**config.mk**
```make
export PLATFORM = sky130hd
export DESIGN_NAME = pc_irq_sequencer_flat
export DESIGN_NICKNAME = d
export VERILOG_FILES = /design/src/rtl/pc_irq_sequencer_if.sv /design/src/rtl/pc_irq_sequencer.sv /design/src/flat_wrapper.sv
export SDC_FILE = /design/constraint.sdc
export NUM_CORES = 1
export LEC_CHECK = 0
export CAP_MARGIN = 10
export CORE_MARGIN = 2
export CORE_UTILIZATION = 55
export DETAILED_ROUTE_END_ITERATION = 8
export PLACE_DENSITY = 0.74
export SYNTH_ARGS = -nofsm -noshare
export SYNTH_HDL_FRONTEND = slang
export SYNTH_SLANG_ARGS = --single-unit
export TNS_END_PERCENT = 20
```
**constraint.sdc**
```tcl
create_clock -name clk -period 10.15 [get_ports clk]
set_input_delay 1.015 -clock clk [delete_from_list [all_inputs] [get_ports clk]]
set_output_delay 1.015 -clock clk [all_outputs]
set_load 0.1 [all_outputs]
```
**src/rtl/pc_irq_sequencer_if.sv**
```systemverilog
// pc_irq_sequencer bus bundle
// decoder/flags in, pc + interrupt status out
interface pc_irq_sequencer_if #(
  parameter int AW   = 15,
  parameter int SD   = 16,
  parameter int NIRQ = 4
);
  localparam int SPW = $clog2(SD) + 1;

  logic            step;
  logic [3:0]      mop;
  logic [AW-1:0]   target;
  logic            eq;
  logic            gt;
  logic            lt;
  logic            hlt;
  logic [NIRQ-1:0] irq;
  logic            clr_err;

  logic [AW-1:0]   pc;
  logic            in_isr;
  logic            ie;
  logic [NIRQ-1:0] irq_ack;
  logic [NIRQ-1:0] pending;
  logic [SPW-1:0]  sp;
  logic            stack_ovf;
  logic            stack_udf;

  modport master (
    output step, mop, target, eq, gt, lt,
    output hlt, irq, clr_err,
    input  pc, in_isr, ie, irq_ack,
    input  pending, sp, stack_ovf, stack_udf
  );

  modport slave (
    input  step, mop, target, eq, gt, lt,
    input  hlt, irq, clr_err,
    output pc, in_isr, ie, irq_ack,
    output pending, sp, stack_ovf, stack_udf
  );
endinterface

```
**src/rtl/pc_irq_sequencer.sv**
```systemverilog
// Program-counter sequencer with return stack
// and edge-latched prioritised interrupts.
module pc_irq_sequencer #(
  parameter int AW       = 15,
  parameter int SD       = 16,
  parameter int NIRQ     = 4,
  parameter int VEC_BASE = 2
) (
  input logic               clk,
  input logic               rst,
  pc_irq_sequencer_if.slave bus
);
  localparam int SPW = $clog2(SD) + 1;
  localparam int AI  = SPW - 1;
  localparam int IW  = (NIRQ > 1) ? $clog2(NIRQ) : 1;

  localparam logic [3:0] OP_JEQ  = 4'd1;
  localparam logic [3:0] OP_JGT  = 4'd2;
  localparam logic [3:0] OP_JLT  = 4'd3;
  localparam logic [3:0] OP_JMP  = 4'd5;
  localparam logic [3:0] OP_NEX  = 4'd6;
  localparam logic [3:0] OP_CALL = 4'd7;
  localparam logic [3:0] OP_RET  = 4'd8;
  localparam logic [3:0] OP_EI   = 4'd9;
  localparam logic [3:0] OP_DI   = 4'd10;
  localparam logic [3:0] OP_RETI = 4'd11;

  logic [AW-1:0]   stk [SD];
  logic [NIRQ-1:0] irq_q;
  logic [NIRQ-1:0] rise;
  logic [NIRQ-1:0] ack_oh;
  logic [IW-1:0]   win;
  logic            take;
  logic            full;
  logic            empty;
  logic [AW-1:0]   pc_inc;
  logic [AW-1:0]   top;
  logic [AW-1:0]   pc_n;
  logic [AW-1:0]   push_val;
  logic [SPW-1:0]  sp_n;
  logic            push;
  logic            pop;
  logic            ie_n;
  logic            isr_n;
  logic            ovf_ev;
  logic            udf_ev;

  assign rise   = bus.irq & ~irq_q;
  assign full   = (bus.sp == SPW'(SD));
  assign empty  = (bus.sp == '0);
  assign pc_inc = bus.pc + 1'b1;
  assign top    = stk[AI'(bus.sp - 1'b1)];
  assign take   = bus.step && (|bus.pending) &&
                  bus.ie && !bus.in_isr && !full;

  // lowest pending index wins
  always_comb begin
    win = '0;
    for (int i = NIRQ - 1; i >= 0; i--) begin
      if (bus.pending[i]) win = IW'(i);
    end
    ack_oh = NIRQ'(1) << win;
  end

  // next pc / stack / mode decode
  always_comb begin
    pc_n     = bus.pc;
    sp_n     = bus.sp;
    ie_n     = bus.ie;
    isr_n    = bus.in_isr;
    push     = 1'b0;
    pop      = 1'b0;
    push_val = bus.pc;
    ovf_ev   = 1'b0;
    udf_ev   = 1'b0;
    if (take) begin
      push  = 1'b1;
      pc_n  = AW'(VEC_BASE) + AW'(win);
      isr_n = 1'b1;
    end else if (bus.step) begin
      case (bus.mop)
        OP_JEQ: pc_n = bus.eq ? bus.target : pc_inc;
        OP_JGT: pc_n = bus.gt ? bus.target : pc_inc;
        OP_JLT: pc_n = bus.lt ? bus.target : pc_inc;
        OP_JMP: pc_n = bus.target;
        OP_NEX: pc_n = bus.hlt ? bus.pc : pc_inc;
        OP_CALL: begin
          if (full) begin
            ovf_ev = 1'b1;
            pc_n   = pc_inc;
          end else begin
            push     = 1'b1;
            push_val = pc_inc;
            pc_n     = bus.target;
          end
        end
        OP_RET, OP_RETI: begin
          if (empty) begin
            udf_ev = 1'b1;
            pc_n   = pc_inc;
          end else begin
            pop  = 1'b1;
            pc_n = top;
          end
          if (bus.mop == OP_RETI) isr_n = 1'b0;
        end
        OP_EI: begin
          ie_n = 1'b1;
          pc_n = pc_inc;
        end
        OP_DI: begin
          ie_n = 1'b0;
          pc_n = pc_inc;
        end
        default: pc_n = bus.pc;
      endcase
    end
    if (push) sp_n = bus.sp + 1'b1;
    if (pop)  sp_n = bus.sp - 1'b1;
  end

  // architectural state and interrupt latch
  always_ff @(posedge clk or posedge rst) begin
    if (rst) begin
      bus.pc        <= '0;
      bus.sp        <= '0;
      bus.ie        <= 1'b1;
      bus.in_isr    <= 1'b0;
      bus.pending   <= '0;
      bus.irq_ack   <= '0;
      bus.stack_ovf <= 1'b0;
      bus.stack_udf <= 1'b0;
      irq_q         <= '0;
    end else begin
      bus.pc        <= pc_n;
      bus.sp        <= sp_n;
      bus.ie        <= ie_n;
      bus.in_isr    <= isr_n;
      irq_q         <= bus.irq;
      bus.pending   <= (bus.pending &
                        ~({NIRQ{take}} & ack_oh)) | rise;
      bus.irq_ack   <= {NIRQ{take}} & ack_oh;
      bus.stack_ovf <= ovf_ev |
                       (bus.stack_ovf & ~bus.clr_err);
      bus.stack_udf <= udf_ev |
                       (bus.stack_udf & ~bus.clr_err);
    end
  end

  // return-stack storage, contents unreset
  always_ff @(posedge clk) begin
    if (push) stk[AI'(bus.sp)] <= push_val;
  end
endmodule

```
**src/flat_wrapper.sv**
```systemverilog
// flat-port wrapper written by rule: the top's interface ports become plain ports
module pc_irq_sequencer_flat 
#(
  parameter int AW       = 15,
  parameter int SD       = 16,
  parameter int NIRQ     = 4,
  parameter int VEC_BASE = 2
)
  (clk, rst, bus_step, bus_mop, bus_target, bus_eq, bus_gt, bus_lt, bus_hlt, bus_irq, bus_clr_err, bus_pc, bus_in_isr, bus_ie, bus_irq_ack, bus_pending, bus_sp, bus_stack_ovf, bus_stack_udf);
  pc_irq_sequencer_if #(.AW(AW), .SD(SD), .NIRQ(NIRQ)) bus_i ();
  input logic clk;
  input logic rst;
  input wire logic [$bits(bus_i.step)-1:0] bus_step;
  input wire logic [$bits(bus_i.mop)-1:0] bus_mop;
  input wire logic [$bits(bus_i.target)-1:0] bus_target;
  input wire logic [$bits(bus_i.eq)-1:0] bus_eq;
  input wire logic [$bits(bus_i.gt)-1:0] bus_gt;
  input wire logic [$bits(bus_i.lt)-1:0] bus_lt;
  input wire logic [$bits(bus_i.hlt)-1:0] bus_hlt;
  input wire logic [$bits(bus_i.irq)-1:0] bus_irq;
  input wire logic [$bits(bus_i.clr_err)-1:0] bus_clr_err;
  output wire logic [$bits(bus_i.pc)-1:0] bus_pc;
  output wire logic [$bits(bus_i.in_isr)-1:0] bus_in_isr;
  output wire logic [$bits(bus_i.ie)-1:0] bus_ie;
  output wire logic [$bits(bus_i.irq_ack)-1:0] bus_irq_ack;
  output wire logic [$bits(bus_i.pending)-1:0] bus_pending;
  output wire logic [$bits(bus_i.sp)-1:0] bus_sp;
  output wire logic [$bits(bus_i.stack_ovf)-1:0] bus_stack_ovf;
  output wire logic [$bits(bus_i.stack_udf)-1:0] bus_stack_udf;
  assign bus_i.step = bus_step;
  assign bus_i.mop = bus_mop;
  assign bus_i.target = bus_target;
  assign bus_i.eq = bus_eq;
  assign bus_i.gt = bus_gt;
  assign bus_i.lt = bus_lt;
  assign bus_i.hlt = bus_hlt;
  assign bus_i.irq = bus_irq;
  assign bus_i.clr_err = bus_clr_err;
  assign bus_pc = bus_i.pc;
  assign bus_in_isr = bus_i.in_isr;
  assign bus_ie = bus_i.ie;
  assign bus_irq_ack = bus_i.irq_ack;
  assign bus_pending = bus_i.pending;
  assign bus_sp = bus_i.sp;
  assign bus_stack_ovf = bus_i.stack_ovf;
  assign bus_stack_udf = bus_i.stack_udf;
  pc_irq_sequencer #(.AW(AW), .SD(SD), .NIRQ(NIRQ), .VEC_BASE(VEC_BASE)) u_core (.clk(clk), .rst(rst), .bus(bus_i));
endmodule
```
==> impl_metrics.py, run 1 <==
metrics = {
    "floorplan": {
        "rows": 54,
        "start_util_pct": 55.5,
        "die_w_microns": 152,
        "core_sq_um": 21700,
        "die-area_sq_um": 23100,
        "die_h_microns": 152,
        "io_pins": 63,
    },
    "critical_path": {
        "cp_slowest_cell": "ha_2",
        "path_cells": "inv_1 > ha_2 > buf_4 > mux4_2 > mux4_2 > nand2_1 > o211ai_1 > a32o_1",
        "critPathKind": "flip-flop to flip-flop",
        "crit_family": "multiplexers",
        "critPathMaxFanout": 39,
        "critPathRequiredTime_ns": 10.57,
        "start_kind": "flip-flop",
        "crit_arrival_ns": 4.55,
        "path_buf_inv": 2,
        "cpMostUsedCell": "mux4_2",
        "slowest_delay_ns": 0.89,
        "end_kind": "flip-flop",
    },
    "cts": {
        "clockBufferDepth": 3,
        "cts_hold_buf": 0,
        "ctsResizeCount": 0,
        "cts_made_buffers": 28,
        "htreeDepth": 1,
        "post-cts-setup-buffers": 0,
        "cts.clk_slew.worst_paths_ns": 0.07,
        "cts_tree": "done",
        "cts.sinks": 276,
        "insertion_delay_ns": 0.54,
        "clockRootBuffer": "clkbuf_16",
    },
    "detailed_routing": {
        "wl_microns": 31000,
        "first_pass_iters": 5,
        "drt_iter0_drc": 993,
        "drc": 0,
        "wire_per_inst_microns": 27.8,
        "via_count": 7335,
        "antenna_left": 0,
        "viasPerCell": 6.58,
    },
    "cells_and_area": {
        "nNetsFinal": 851,
        "stdcell_count": 1115,
        "n_antenna_cell": 0,
        "synthToLayoutAreaGrowth_pct": 16.3,
        "drive_gt1_share_pct": 19.6,
    },
    "yosys": {
        "ys_ff_latch": 276,
        "ys_seq_area_share_pct": 67.3,
        "synth_top_area_cell": "edfxtp_1",
        "netlist_top_cells_count": "240 x edfxtp_1, 59 x mux4_2, 45 x nand2_1",
        "ys_async_sr_fraction_pct": 13.0,
        "postSynthCellCount": 736,
        "synthTopCellsByArea": "edfxtp_1 60%, mux4_2 11%, dfrtp_1 7.3%",
        "syn_nets": 774,
        "synth_edf_count": 240,
        "yosysTopAreaCellShare_pct": 59.9,
        "netlist_area_sq_um": 12000,
        "post-synth-top-count-cell": "edfxtp_1",
        "synth_ff_type": "edfxtp_1",
        "ys_warn_count": 0,
        "yosysUniqueCellTypes": 70,
        "syn_avg_cell_area_sq_um": 16.4,
    },
    "grt": {
        "grt_pass1_wl_microns": 47100,
        "grt_pass1_vias": 7385,
        "grt-ovfl-total": 0,
        "grt_max_degree": 40,
        "antenna_found_initial": 0,
        "grt_usage_pct": 26.9,
    },
    "place": {
        "gp_congestion": 0.867,
        "place_inst": 1058,
        "io_buffers": 62,
        "detailed_place_hpwl_microns": 20200,
    },
    "sta": {
        "setup_viol": 0,
        "fmaxAchievable_mhz": 242,
        "period_needed_ns": 4.13,
        "slew_viol_final": 0,
        "hold_viol": 0,
        "relSlewSlack_pct": 18.5,
        "setup_tns_ns": 0,
        "clock_skew_ns": 0.0204,
        "rsz0062_at_grt": "false",
        "worst_slew_pin_slew_ns": 1.21,
        "fin_crit_sh_pct": 40.7,
    },
    "pwr": {
        "sequentialPowerShare_pct": 36.7,
        "power.share.clock_pct": 24.8,
        "ir_drop_v": 0.000248,
        "netSwitchingFraction_pct": 37.6,
        "p_leak_nw": 4.79,
        "power.total_mw": 4.29,
        "combinationalPowerShare_pct": 38.5,
        "p_sw_mw": 1.61,
        "intPower_mw": 2.68,
        "power_density_nw_per_um2": 306,
    },
    "job": {
        "maxCapViolCount": 0,
    },
    "hold_path": {
        "hold_class": "flip-flop to flip-flop",
    },
    "run_status": {
        "status": "finished clean",
    },
}
-- area by class of cell --
class | instances | area, sq um
clock buffer | 32 | 737
clock inverter | 20 | 223
fill | 1492 | 7690
inverter | 20 | 75.1
multi-input combinational | 395 | 3660
sequential | 276 | 8110
tap | 280 | 350
timing repair buffer | 92 | 846
-- layer usage --
| metal | GRT usage (%) | routed length (microns) | vias up |
|---|---|---|---|
| li1 | - | - | 3051 |
| met1 | 37.0 | 11800 | 3702 |
| met2 | 44.3 | 15400 | 505 |
| met3 | 3.74 | 2710 | 77 |
| met4 | 10.3 | 1190 | 0 |
| met5 | 0 | 0 | - |
-- sequential cells by signal, summed over array words and instances, names as in the netlist --
signal,count
u_core.stk,240
u_core.bus.pc,15
u_core.bus.sp,5
u_core.bus.irq_ack,4
u_core.bus.pending,4
u_core.irq_q,4
u_core.bus.ie,1
u_core.bus.in_isr,1
u_core.bus.stack_ovf,1
u_core.bus.stack_udf,1
-- worst paths after layout --
kind,startpoint,end,slack (ns),depth (start not counted)
worst max-delay path,u_core.bus.sp[0],u_core.bus.pc[9],6.02,8
min in group asynchronous,rst,u_core.bus.pending[0],0.90,3
worst min register to register,u_core.irq_q[0],u_core.bus.pending[0],0.43,1
worst min-delay path,u_core.irq_q[0],u_core.bus.pending[0],0.43,1
worst max register to register,u_core.bus.sp[0],u_core.bus.pc[9],6.02,8
max in group asynchronous,rst,u_core.bus.sp[0],8.87,3
-- metrics by stage --
| stage | setup WS (ns) | hold WS (ns) | utilization, % | cell area [sq um] |
|---|---|---|---|---|
| finish | 6.02 | 0.427 | 64.6 | 14000 |
| global route | 5.85 | 0.458 | 64.6 | 14000 |
| CTS | 6.04 | 0.427 | 64.3 | 13900 |
| detailed placement | 5.72 | 0.411 | 59.9 | 13000 |
| global placement | 5.69 | 0.417 | 59.9 | 13000 |
| floorplan | 5.89 | 0.400 | - | 12000 |
-- kinds of logic (layout without fill, tap and decap cells) --
family / count (synthesis) / in the layout / share of synthesized area [%]
DFF: 276 / 276 / 67.3
and+or+nand+nor: 163 / 163 / 7.20
xor gates and xnor gates: 33 / 33 / 2.71
adders and majority gates: 7 / 7 / 0.727
AOI/OAI and AO/OA: 95 / 95 / 5.15
muxes: 97 / 97 / 14.3
buffers and inverters: 65 / 164 / 2.60
-- placed cells by master, fill, tap and decap left out, types with 8 or more instances in the layout --
master	instances
edfxtp_1	240
clkdlybuf4s50_1	62
mux4_2	59
nand2_1	45
nor2_1	39
dfrtp_1	34
mux2i_1	31
buf_4	30
clkbuf_16	29
inv_1	20
o21ai_0	19
o22ai_1	17
xor2_1	15
xnor2_1	14
a21oi_1	13
nand4_1	9
nand3_1	8
nor2b_1	8
o21ai_1	8
-- power by group through the flow --
| stage | registers [mW] | logic (mW) | clock network, mW |
|---|---|---|---|
| 2_1_floorplan | 1.77 | 1.00 | 0 |
| 3_3_place_gp | 1.59 | 1.59 | 0 |
| 3_5_place_dp | 1.60 | 1.63 | 0 |
| 4_1_cts | 1.58 | 1.63 | 1.07 |
| 5_1_grt | 1.59 | 1.74 | 1.12 |
| 6_report | 1.57 | 1.65 | 1.06 |
No activity file was read; power rests on OpenSTA's default activity.
==> run 2, diff against run 1 <==
clock period = 4.3 ns   (was 10.15 ns; I/O delays follow)
==> run 2 against run 1 <==
  * Setup slack got worse by 5.2 ns
  * Routed wire length decreased by 2.5%
  * Clock-buffer cell count increased by 2
  * Highest routed layer unchanged
  * Global-route usage decreased by 0.69 points
  * Hold slack got worse by 0.10 ns
  * Critical path depth decreased by 1
  * Sequential share of layout area decreased by 0.40 points
==> impl_metrics.py, run 2 (synthesized netlist as in run 1, its figures left out) <==
metrics = {
    "cells_and_area": {
        "drive_gt1_share_pct": 19.9,
        "n_antenna_cell": 0,
        "nNetsFinal": 861,
        "registers.top_by_ff_count": "u_core.stk",
        "final_cell_mix": "240 x edfxtp_1, 61 x clkdlybuf4s50_1, 59 x mux4_2, 45 x nand2_1",
        "multi_input_area_sq_um": 3640,
        "n_fill_cell": 1474,
        "reg_top3": "u_core.stk (240), u_core.bus.pc (15), u_core.bus.sp (5)",
        "largest_register_ff_count": 240,
        "ff_latch_area_sq_um": 8110,
        "synthToLayoutAreaGrowth_pct": 17.1,
        "layout.cells.most_common": "edfxtp_1",
    },
    "cts": {
        "cts_hold_buf": 0,
        "cts.clk_slew.worst_paths_ns": 0.06,
        "insertion_delay_ns": 0.56,
        "post-cts-setup-buffers": 0,
        "clockBufferDepth": 3,
        "cts_made_buffers": 28,
        "htreeDepth": 1,
        "ctsResizeCount": 0,
        "cts_tree": "done",
        "cts.sinks": 276,
        "clockRootBuffer": "clkbuf_16",
    },
    "sta": {
        "setup_viol": 0,
        "clock_skew_ns": 0.0175,
        "period_needed_ns": 3.45,
        "setup_tns_ns": 0,
        "fin_crit_sh_pct": 80.2,
        "fmaxAchievable_mhz": 290,
        "hold_ws_ns": 0.326,
        "slew_viol_final": 0,
        "hold_viol": 0,
        "layout_setup_ws_ns": 0.851,
        "relSlewSlack_pct": 21.8,
        "rsz0062_at_grt": "false",
        "worst_slew_pin_slew_ns": 1.16,
    },
    "pwr": {
        "power_density_nw_per_um2": 715,
        "sequentialPowerShare_pct": 35.3,
        "power.total_mw": 10.1,
        "intPower_mw": 6.42,
        "combinationalPowerShare_pct": 39.5,
        "p_sw_mw": 3.65,
        "ir_drop_v": 0.000603,
        "netSwitchingFraction_pct": 36.3,
        "power.share.clock_pct": 25.2,
        "p_leak_nw": 4.84,
    },
    "place": {
        "io_buffers": 62,
        "place_ws_ns": 0.413,
        "detailed_place_hpwl_microns": 18500,
        "gp_congestion": 1.02,
    },
    "critical_path": {
        "crit_family": "simple AND/OR/NAND/NOR gates",
        "critPathMaxFanout": 16,
        "critPathRequiredTime_ns": 4.50,
        "path_cells": "inv_1 > ha_2 > and4bb_2 > or3_1 > nor2_1 > nand3_1 > xnor2_1",
        "crit_arrival_ns": 3.65,
        "start_kind": "flip-flop",
        "path_buf_inv": 1,
        "cp_slowest_cell": "xnor2_1",
        "end_kind": "flip-flop",
        "critPathKind": "flip-flop to flip-flop",
        "slowest_delay_ns": 0.92,
    },
    "floorplan": {
        "die-area_sq_um": 23100,
        "core_sq_um": 21700,
        "die_h_microns": 152,
        "rows": 54,
        "die_w_microns": 152,
        "io_pins": 63,
        "start_util_pct": 55.5,
    },
    "grt": {
        "grt_pass1_vias": 7352,
        "grt_usage_pct": 26.2,
        "grt_max_degree": 39,
        "grt-ovfl-total": 0,
        "grt_pass1_wl_microns": 45400,
        "antenna_found_initial": 0,
    },
    "run_status": {
        "status": "finished clean",
    },
    "detailed_routing": {
        "first_pass_iters": 5,
        "viasPerCell": 6.47,
        "antenna_left": 0,
        "wire_per_inst_microns": 26.9,
        "drt_iter0_drc": 616,
        "wl_microns": 30300,
        "drc": 0,
        "via_count": 7284,
    },
    "job": {
        "maxCapViolCount": 0,
    },
    "hold_path": {
        "hold_class": "input port to async pin",
    },
}
[run 2: per-layer routing]
layer | share of wire (%) | global-route usage [%]
met5 | 0 | 0
met4 | 4.9 | 11.8
met3 | 8.3 | 5.82
met2 | 48 | 41.8
met1 | 39 | 35.1
[run 2: power by group through the flow]
stage	sequential [mW]	combinational [mW]	clock, mW
6_report	3.55	3.98	2.54
5_1_grt	3.57	4.22	2.67
4_1_cts	3.54	4.00	2.57
3_5_place_dp	3.60	3.97	0
3_3_place_gp	3.58	3.87	0
2_1_floorplan	4.19	2.37	0
[run 2: area by class of cell]
type                    count  share of cell area [%]
clock buffers              34                    5.20
inverters                  20                   0.533
repair buffers            102                    6.69
flip-flops and latches    276                    57.5
clock inverters            18                    1.70
well taps                 280                    2.49
multi-input cells         395                    25.8
[run 2: metrics by stage]
stage / cell area, sq um / cells / util, %
after global placement: 13100 / 1073 / 60.5
after global routing: 14100 / 1125 / 65.0
final: 14100 / 1125 / 65.0
after floorplan: 12000 / 736 / -
after CTS: 14100 / 1125 / 65.0
after detailed placement: 13100 / 1073 / 60.5
[run 2: worst paths after layout]
path | from | to | slack (ns) | cells after the start
max in group asynchronous | rst | u_core.bus.ie | 3.13 | 3
setup / recovery | u_core.bus.sp[1] | u_core.stk[9][13] | 0.85 | 7
min in group clk | bus_irq[3] | u_core.irq_q[3] | 0.36 | 1
hold reg to reg | u_core.irq_q[0] | u_core.bus.pending[0] | 0.43 | 1
hold / removal | rst | u_core.bus.pc[6] | 0.33 | 2
setup reg to reg | u_core.bus.sp[1] | u_core.stk[9][13] | 0.85 | 7
==> run 3, diff against run 2 <==
CORE_UTILIZATION = 54   (was 55)
PLACE_DENSITY = 0.76   (was 0.74)
clock period = 3.1 ns   (was 4.3 ns; I/O delays follow)
==> run 3 against run 2 <==
  * Clock-buffer cell count shrank 2
  * Highest routed layer unchanged
  * Global-route usage shrank 1.0 points
  * Routed wire length shrank 2.0%
  * First-iteration DRC count grew 15%
  * Register-to-register slack lost 0.72 ns
  * Via count grew 1.3%
  * Setup slack lost 0.72 ns
  * Critical endpoint is now u_core.bus.pc[4]
  * Sequential cell count is the same
==> impl_metrics.py, run 3 (synthesized netlist as in run 1, its figures left out) <==
metrics = {
    "floorplan": {
        "die-area_sq_um": 23500,
        "start_util_pct": 55.2,
        "io_pins": 63,
        "die_h_microns": 153,
        "rows": 54,
        "core_sq_um": 21800,
        "die_w_microns": 153,
    },
    "cts": {
        "cts_made_buffers": 27,
        "clockRootBuffer": "clkbuf_16",
        "cts_tree": "done",
        "cts.sinks": 276,
        "insertion_delay_ns": 0.53,
        "clockBufferDepth": 3,
        "htreeDepth": 1,
        "cts.clk_slew.worst_paths_ns": 0.07,
        "cts_hold_buf": 0,
    },
    "detailed_routing": {
        "viasPerCell": 6.51,
        "wire_per_inst_microns": 26.2,
        "antenna_left": 0,
        "drc": 0,
        "first_pass_iters": 6,
        "drt_iter0_drc": 709,
        "via_count": 7377,
        "wl_microns": 29700,
    },
    "critical_path": {
        "critPathKind": "flip-flop to flip-flop",
        "start_kind": "flip-flop",
        "critPathMaxFanout": 11,
        "critPathRequiredTime_ns": 3.47,
        "crit_arrival_ns": 3.34,
        "worst-r2r-cell-count": 8,
        "end_kind": "flip-flop",
    },
    "cells_and_area": {
        "largest_register_ff_count": 240,
        "drive_gt1_share_pct": 24.9,
        "registers.top_by_ff_count": "u_core.stk",
        "n_antenna_cell": 0,
        "nNetsFinal": 871,
        "synthToLayoutAreaGrowth_pct": 19.2,
        "reg_top3": "u_core.stk (240), u_core.bus.pc (15), u_core.bus.sp (5)",
        "final_area_sq_um": 14400,
        "layout.cells.most_common": "edfxtp_1",
        "final_cell_mix": "240 x edfxtp_1, 59 x mux4_2, 55 x buf_4, 45 x nand2_1, 40 x clkdlybuf4s50_1",
    },
    "grt": {
        "grt_max_degree": 65,
        "grt_usage_pct": 25.2,
        "grt_pass1_wl_microns": 44400,
        "antenna_found_initial": 0,
        "grt_pass1_vias": 7339,
        "grt-ovfl-total": 0,
    },
    "sta": {
        "rsz0062_at_grt": "false",
        "worst_slew_pin_slew_ns": 1.13,
        "clock_skew_ns": 0.0200,
        "fin_crit_sh_pct": 95.8,
        "setup_tns_ns": 0,
        "setup_viol": 0,
        "relSlewSlack_pct": 23.8,
        "period_needed_ns": 2.97,
        "fmaxAchievable_mhz": 337,
        "slew_viol_final": 0,
        "hold_viol": 0,
    },
    "pwr": {
        "ir_drop_v": 0.000798,
        "power.total_mw": 13.9,
        "power_density_nw_per_um2": 968,
        "p_leak_nw": 4.94,
    },
    "hold_path": {
        "hold_class": "input port to async pin",
    },
    "run_status": {
        "status": "finished clean",
    },
    "place": {
        "place_area_sq_um": 13400,
        "gp_congestion": 0.927,
        "io_buffers": 62,
        "detailed_place_hpwl_microns": 18100,
    },
    "job": {
        "maxCapViolCount": 0,
    },
}
[run 3: cell types whose count changed in the layout (fill, tap and decap cells not counted), sizes merged]
cell / previous run / this run
buf: 41 / 73
bufinv: 5 / 4
clkbuf: 34 / 32
clkdlybuf4s50: 61 / 40
clkinv: 11 / 10
clkinvlp: 1 / 2
inv: 21 / 22
[run 3: layout make-up]
class	count	area, sq um
Fill cell	1409	7470
Clock inverter	18	206
Inverter	20	75.1
Clock buffer	32	694
Sequential cell	276	8110
Tap cell	280	350
Timing Repair Buffer	113	1170
Multi-Input combinational cell	395	3740
[run 3: power by group]
group          total (mW)  internal [mW]  switching, mW
Sequential           4.89           4.65          0.243
Combinational        5.71           2.21           3.50
Clock                3.30           1.94           1.36
Total                13.9           8.80           5.10
[run 3: worst paths after layout]
kind	from	endpoint	slack (ns)
max	u_core.bus.sp[0]	u_core.bus.pc[4]	0.13
min	rst	u_core.bus.pc[6]	0.25
max reg2reg	u_core.bus.sp[0]	u_core.bus.pc[4]	0.13
min reg2reg	u_core.irq_q[0]	u_core.bus.pending[0]	0.43
max in group asynchronous	rst	u_core.bus.ie	2.00
min in group clk	bus_irq[1]	u_core.irq_q[1]	0.26
[run 3: metrics by stage]
stage          setup slack, ns  hold slack, ns  std cells  util (%)
5_1_grt                 0.0115           0.257       1134      65.8
4_1_cts                 0.0781           0.245       1132      65.5
3_5_place_dp            0.0675           0.422       1082      61.4
2_1_floorplan          -0.0687           0.341        736         -
3_3_place_gp             0.211           0.415       1082      61.4
6_report                 0.131           0.249       1134      65.8
[run 3: metal layers]
layer  GRT usage, %  up-vias  wire [microns]
li1               -     3094               -
met1           33.6     3735           11300
met2           42.2      469           14900
met3           3.77       79            2520
met4           9.96        0            1060
met5              0        -               0
[run 3: repair_timing]
item | in CTS | in global routing
hold endpoints to repair | 0 | 0
setup endpoints to repair | 0 | 72
gates resized for setup | 0 | 5
buffers inserted | 0 | 0
[run 3: worst max-delay path: stages (launching register included)]
cell	delay, ns
dfrtp_4	0.49
inv_1	0.15
ha_2	0.24
or4b_4	0.48
nor3b_2	0.22
nand2b_2	0.36
o22ai_1	0.20
a2111oi_0	0.47
o21ai_1	0.19
